`src/rtl/lc3b_control.sv`:
```
// Moore control FSM for the LC-3b mp0 datapath: fetch/decode/execute for ADD/AND/NOT/LDR/STR/BR.
// Latency: 5 cycles ALU and BR not-taken, 6 BR taken, 7 LDR/STR, plus 1 per extra memory wait cycle.
// Backpressure: FETCH2/LDR1/STR2 hold with mem_read/mem_write high until mem_resp. PERF_CNT_EN adds the perf_instret counter.
module lc3b_control #(
    parameter int CNT_WIDTH = 32
) (
    input  logic                 clk,
    input  logic                 rst,
    input  logic [3:0]           opcode,
    input  logic                 branch_enable,
    input  logic                 mem_resp,
    output logic                 pcmux_sel,
    output logic                 storemux_sel,
    output logic                 marmux_sel,
    output logic                 mdrmux_sel,
    output logic                 regfilemux_sel,
    output logic                 alumux_sel,
    output logic                 load_pc,
    output logic                 load_ir,
    output logic                 load_mar,
    output logic                 load_mdr,
    output logic                 load_regfile,
    output logic                 load_cc,
    output logic [2:0]           aluop,
    output logic                 mem_read,
    output logic                 mem_write,
    output logic [1:0]           mem_byte_enable,
    output logic [CNT_WIDTH-1:0] perf_instret
);

    localparam logic [3:0] OP_BR  = 4'h0;
    localparam logic [3:0] OP_ADD = 4'h1;
    localparam logic [3:0] OP_AND = 4'h5;
    localparam logic [3:0] OP_LDR = 4'h6;
    localparam logic [3:0] OP_STR = 4'h7;
    localparam logic [3:0] OP_NOT = 4'h9;

    localparam logic [2:0] ALU_ADD  = 3'd0;
    localparam logic [2:0] ALU_AND  = 3'd1;
    localparam logic [2:0] ALU_NOT  = 3'd2;
    localparam logic [2:0] ALU_PASS = 3'd3;

    typedef enum logic [3:0] {
        FETCH1, FETCH2, FETCH3, DECODE,
        S_ADD, S_AND, S_NOT,
        BR, BR_TAKEN,
        CALC_ADDR, LDR1, LDR2, STR1, STR2
    } state_t;

    state_t state, next_state;

    always_ff @(posedge clk) begin
        if (rst) state <= FETCH1;
        else     state <= next_state;
    end

    always_comb begin
        next_state = state;
        case (state)
            FETCH1:    next_state = FETCH2;
            FETCH2:    next_state = mem_resp ? FETCH3 : FETCH2;
            FETCH3:    next_state = DECODE;
            DECODE: begin
                case (opcode)
                    OP_ADD:         next_state = S_ADD;
                    OP_AND:         next_state = S_AND;
                    OP_NOT:         next_state = S_NOT;
                    OP_LDR, OP_STR: next_state = CALC_ADDR;
                    OP_BR:          next_state = BR;
                    default:        next_state = FETCH1;
                endcase
            end
            S_ADD, S_AND, S_NOT: next_state = FETCH1;
            BR:        next_state = branch_enable ? BR_TAKEN : FETCH1;
            BR_TAKEN:  next_state = FETCH1;
            CALC_ADDR: next_state = (opcode == OP_LDR) ? LDR1 : STR1;
            LDR1:      next_state = mem_resp ? LDR2 : LDR1;
            LDR2:      next_state = FETCH1;
            STR1:      next_state = STR2;
            STR2:      next_state = mem_resp ? FETCH1 : STR2;
            default:   next_state = FETCH1;
        endcase
    end

    // Outputs depend on state only; reset gating drops any pending memory request immediately.
    always_comb begin
        pcmux_sel      = 1'b0;
        storemux_sel   = 1'b0;
        marmux_sel     = 1'b0;
        mdrmux_sel     = 1'b0;
        regfilemux_sel = 1'b0;
        alumux_sel     = 1'b0;
        load_pc        = 1'b0;
        load_ir        = 1'b0;
        load_mar       = 1'b0;
        load_mdr       = 1'b0;
        load_regfile   = 1'b0;
        load_cc        = 1'b0;
        aluop          = ALU_ADD;
        mem_read       = 1'b0;
        mem_write      = 1'b0;
        if (!rst) begin
            case (state)
                FETCH1: begin
                    marmux_sel = 1'b1;
                    load_mar   = 1'b1;
                    load_pc    = 1'b1;
                end
                FETCH2, LDR1: begin
                    mem_read   = 1'b1;
                    mdrmux_sel = 1'b1;
                    load_mdr   = 1'b1;
                end
                FETCH3: load_ir = 1'b1;
                S_ADD, S_AND, S_NOT: begin
                    aluop        = (state == S_AND) ? ALU_AND :
                                   (state == S_NOT) ? ALU_NOT : ALU_ADD;
                    load_regfile = 1'b1;
                    load_cc      = 1'b1;
                end
                BR_TAKEN: begin
                    pcmux_sel = 1'b1;
                    load_pc   = 1'b1;
                end
                CALC_ADDR: begin
                    alumux_sel = 1'b1;
                    load_mar   = 1'b1;
                end
                LDR2: begin
                    regfilemux_sel = 1'b1;
                    load_regfile   = 1'b1;
                    load_cc        = 1'b1;
                end
                STR1: begin
                    storemux_sel = 1'b1;
                    aluop        = ALU_PASS;
                    load_mdr     = 1'b1;
                end
                STR2:    mem_write = 1'b1;
                default: ;
            endcase
        end
    end

    assign mem_byte_enable = 2'b11;

`ifdef PERF_CNT_EN
    logic [CNT_WIDTH-1:0] instret_q;

    // Every path back into FETCH1 leaves a terminal state, so that edge is one retirement.
    always_ff @(posedge clk) begin
        if (rst)
            instret_q <= '0;
        else if (state != FETCH1 && next_state == FETCH1)
            instret_q <= instret_q + CNT_WIDTH'(1);
    end

    assign perf_instret = instret_q;
`else
    assign perf_instret = '0;
`endif

endmodule

```
`config.mk`:
```
export PLATFORM = sky130hd
export DESIGN_NAME = lc3b_control
export DESIGN_NICKNAME = d
export VERILOG_FILES = /design/src/rtl/lc3b_control.sv
export SDC_FILE = /design/constraint.sdc
export NUM_CORES = 1
export LEC_CHECK = 0
export BUFFER_PORTS_ARGS = -buffer_cell sky130_fd_sc_hd__buf_2
export CAP_MARGIN = 30
export CORE_AREA = 3 3 53 55
export CTS_BUF_LIST = sky130_fd_sc_hd__clkbuf_8 sky130_fd_sc_hd__clkbuf_16
export DETAILED_ROUTE_END_ITERATION = 16
export DIE_AREA = 0 0 56 58
export GPL_ROUTABILITY_DRIVEN = 0
export PLACE_DENSITY = 0.77
export SETUP_SLACK_MARGIN = 0.02
export SYNTH_ARGS = -nofsm -noshare
export SYNTH_HDL_FRONTEND = slang
export SYNTH_SLANG_ARGS = --single-unit
```
`constraint.sdc`:
```
create_clock -name clk -period 1.6 [get_ports clk]
set_clock_uncertainty 0.2 [all_clocks]
set_input_delay 0.08 -clock clk [delete_from_list [all_inputs] [get_ports clk]]
set_output_delay 0.08 -clock clk [all_outputs]
set_load 0.01 [all_outputs]
```
After elaboration in Yosys (flattened, before gate mapping)

Index checks and enable logic that the tools add are counted.
W data, S select, Z words.

Equal/unequal tests: 18
Divide/modulo/power cells: 0
Shift-type cells: 0
$add $sub $neg: 0
$mul: 0
Muxes and demuxes: 35
Bitwise gates (word level): 0
Reductions and logical operators: 9
Magnitude comparators: 0

Operators by type and width:

| kind                 | count |
|---|---|
| $pmux W4 S9          | 1 |
| $eq A4 B3 Y1 const B | 7 |
| $eq A4 B4 Y1 const B | 7 |
| $mux W1              | 25 |
| $pmux W4 S5          | 1 |
| $eq A4 B1 Y1 const B | 2 |
| $eq A4 B2 Y1 const B | 2 |
| $logic_not A4 Y1     | 2 |
| $mux W2              | 4 |
| $mux W4              | 2 |
| $reduce_or A2 Y1     | 4 |
| $reduce_or A3 Y1     | 2 |
| $pmux W2 S2          | 1 |
| $reduce_or A4 Y1     | 1 |
| $mux W3              | 1 |

Bits of input ports: 8
Memories: 0
Output and inout port bits: 51
Bits in registers: 4
Word-level logic and storage cells: 63
Bits in writable memories: 0
ROM bits: 0
Latch bits: 0

Longest topological paths before layout

Depth after elaboration: 5
Mapped depth: 6
Gate-level depth less buffers: 4

Least setup slack after synthesis

Ideal clock, no wire load.

Kind: register to output
Start point: register state[1]
End point: output port mem_read
Buffers on the path: 3
Arrival time: 1.330 ns
Stages on the path, launching flop included: 6
Setup slack: -0.010 ns
Required time: 1.320 ns
Cells stage by stage: dfxtp_1 buf_2 buf_2 a21oi_1 nor3_1 buf_4

Word-level cells in the longest chain between the ends: 4
Elaborated cells between the ends (all ways): 5
Classes of those cells: 2 x eq/ne; 2 x mux; 1 x reduce/logical

Ends and longest elaborated chain:

| item                                         | line | text |
|---|---|---|
| from (decl)                                  | 50   | `state_t state, next_state;` |
| from (signal assigned)                       | 54   | `else state <= next_state;` |
| $eq A4 B1 Y1 or $eq A4 B4 Y1 (tied branches) | n/a  |  |
| $reduce_or A2 Y1 (*)                         | n/a  |  |
| $mux W1 (*) (2 in series)                    | n/a  |  |
| to (decl)                                    | 25   | `output logic mem_read,` |

Mark *: on every way between the ends. The rest lies on a longest branch, timed or not.

Worst setup path in the final report

Start point: register state[3]
End point: output port load_mdr

Word-level cells in the longest chain between the ends: 4
Elaborated cells between the ends (all ways): 6
Classes of those cells: 3 x eq/ne; 2 x mux; 1 x reduce/logical

Ends and longest elaborated chain:

| item                                         | line | text |
|---|---|---|
| $eq A4 B1 Y1 or $eq A4 B4 Y1 (tied branches) | 103  | `case (state)` |
| $reduce_or A3 Y1 (no line) (*)               | n/a  |  |
| $mux W1 (*)                                  | 103  |  |
| $mux W1 (*)                                  | 102  | `if (!rst) begin` |
| to (decl)                                    | 21   | `output logic load_mdr,` |

Marked as above.

==> impl_results.md <==
- Violations in the final reports: setup timing
- IO buf count: 23
- Vias in the first global route: 655
- HPWL after DPL: between 1 and 1.5 mm
- Area Overhead vs Synth: 19.1%
- Final setup viols: 7
- Tot GR Track Use: ~11%
- Final WL: 2.01 mm
- Commonest cells post-synth: 38 x buf_4, 9 x a21oi_1, 8 x nor2_1, 8 x nor3_1, 7 x nand2_1
- Proportion of layout cells with a drive suffix above 1: 36.8%
- Largest regs: state x4
- Setup Total Neg Slack: -0.292 ns
- Leakage power: 0.000497 uW
- Required time of the critical path: 1.32 ns
- Hold Crit Class: in -> reg
- # H-tree levels: 1
- Initial antenna violation count: 0
- RSZ-0062 raised after global routing: true
- Pwr/cell area: roughly 950 nW/um^2
- Clock edge transition at the registers on the reported setup and hold paths: 0.03 ns
- Number of synthesized flops with an enable pin: 0
- Most used DFF post-synth: dfxtp_1
- Grt total ovfl: 0
- Fillers: between 200 and 300
- Min cycle time layout: 1.70 ns
- Clock tree sinks: 4
- Biggest register: state
- Fin worst setup slack: -0.0975 ns
- Nets: 165
- Remaining DRCs: 0
- Post-CTS Hold Buffers: 0
- Vias per cell: 4.57
- Critical Path End Type: output port
- First-pass DRT Iterations: 4
- Crit path kind: reg -> out
- Final ANT Viol Nets: 0
- Die width: 56 um
- Row count: 18
- Most frequent cell after synthesis: buf_4
- Worst reg-to-reg setup slack: -0.05 ns
- Sequential fraction of the synthesis area: 9.28%
- Synth Warn #: 0
- Final period utilization: 106%
- Max Transition Viols Final: 0
- Top Ports: slightly below 60
- Core area: 2430 um^2
- # diodes: 0
- Fmax: 0.589 GHz
- First-pass GRT wire length: 2.88 mm
- Crit-path max FO: 5
- Die Height: around 58 um
- Number of flip-flops in the largest register: 4
- CTS root buffer: clkbuf_8
- Synth cell types: 35
- Synth Cell Area: around 860 um^2
- Synth area leader: buf_4
- Outcome: complete, but fails checks
- Max_cap viols: 0
- Final hold vios: 0
- Routed via count: 846
- Initial core utilization: a little over a third
- Synth top area share: approximately a third
- Worst EP arrival: roughly 1.4 ns
- CTS tree: yes
- Clk buf depth: 2
- Mean Syn Cell Area: just under 7 um^2
- Die ar.: 3250 um^2
- Place WS: -0.0216 ns
- Synth top area cells: buf_4 33%, dfxtp_1 9.3%, a21oi_1 5.2%
- Worst-skew pair later-pin latency: 0.22 ns
- Startpoint Class: register
- Starting DRT DRC Count: 46
- Drt wl/cell: between 10 and 15 um
- Post-synth ARST share: 0%
- Largest net degree at the start of global routing: 16
- Maximum VDD drop: 0.000410 V
- Gate Count Post-Synth: around 130
- Cts bufs inserted: 3
- Finished Core Util: between 40% and 50%
- Flops & latches, synth: 4
layer usage:
metal | global-route usage (%) | up-vias | wire [um]
li1 | - | 425 | -
met1 | 13.3 | 372 | 834
met2 | 18.7 | 46 | 948
met3 | 1.78 | 3 | 193
met4 | 5.42 | 0 | 31
met5 | 0 | - | 0
final cells by class:
class / instances / area [um^2] / area share (%)
repair buffers: 36 / 216 / 21.0
clock buffers: 3 / 41.3 / 4.01
well taps: 30 / 37.5 / 3.65
multi-input cells: 112 / 643 / 62.5
flip-flops and latches: 4 / 90.1 / 8.76
power by group:
part	switching [uW]	internal (uW)
clock	58.4	161
combinational	305	282
sequential	45.4	127
total	408	570
logic make-up after synthesis:
group                     share of synthesized area (%)
and+or+nand+nor                                    32.9
buffers and inverters                              36.5
AOI/OAI and AO/OA                                  15.9
DFF                                                9.28
xor gates and xnor gates                           2.03
muxes                                              2.46
other                                             0.870
metrics by stage:
step | power (uW) | hold WS (ns) | area, um^2 | cells
floorplan | 586 | 0.0104 | 992 | 161
CTS | 944 | 0.0121 | 995 | 185
global route | 1050 | 0.0512 | 1030 | 185
finish | 978 | 0.0288 | 1030 | 185
detailed placement | 684 | 0.238 | 912 | 180
global placement | 678 | 0.240 | 912 | 180
worst max-delay path, cell delays in order (launching register included):
cell and delay (ns):
dfxtp_4 0.34, or2_4 0.25, mux2_4 0.25, o22a_1 0.16
nor2_1 0.07, buf_2 0.13
final timing paths:
path             start        to  cells past startpoint
min reg2reg   state[1]  state[0]                      3
min          opcode[0]  state[2]                      3
max reg2reg   state[3]  state[2]                      5
max           state[3]  load_mdr                      5
placed cells by master, fill, tap and decap left out, drive strengths merged:
cell / n
or3b: 1
o22a: 1
nor4b: 2
a41oi: 1
nand2: 8
clkbuf: 3
nor2: 8
buf: 36
nor3: 9
o221ai: 1
nor2b: 5
o21a: 1
xnor2: 1
or3: 2
xor2: 1
mux2i: 1
nand2b: 6
o21ai: 4
and2b: 1
or2: 2
a21o: 1
a21oi: 9
nor3b: 1
mux2: 1
o31a: 1
o211ai: 1
dfxtp: 4
conb: 35
nor4: 5
a31oi: 1
a2bb2oi: 1
nand3: 1
what timing repair did:
action	CTS	global route
buffers inserted	2	0
pin swaps	6	2
endpoints found under the setup margin	16	17
resized for setup	10	7
(Power assumes the default switching activity.)
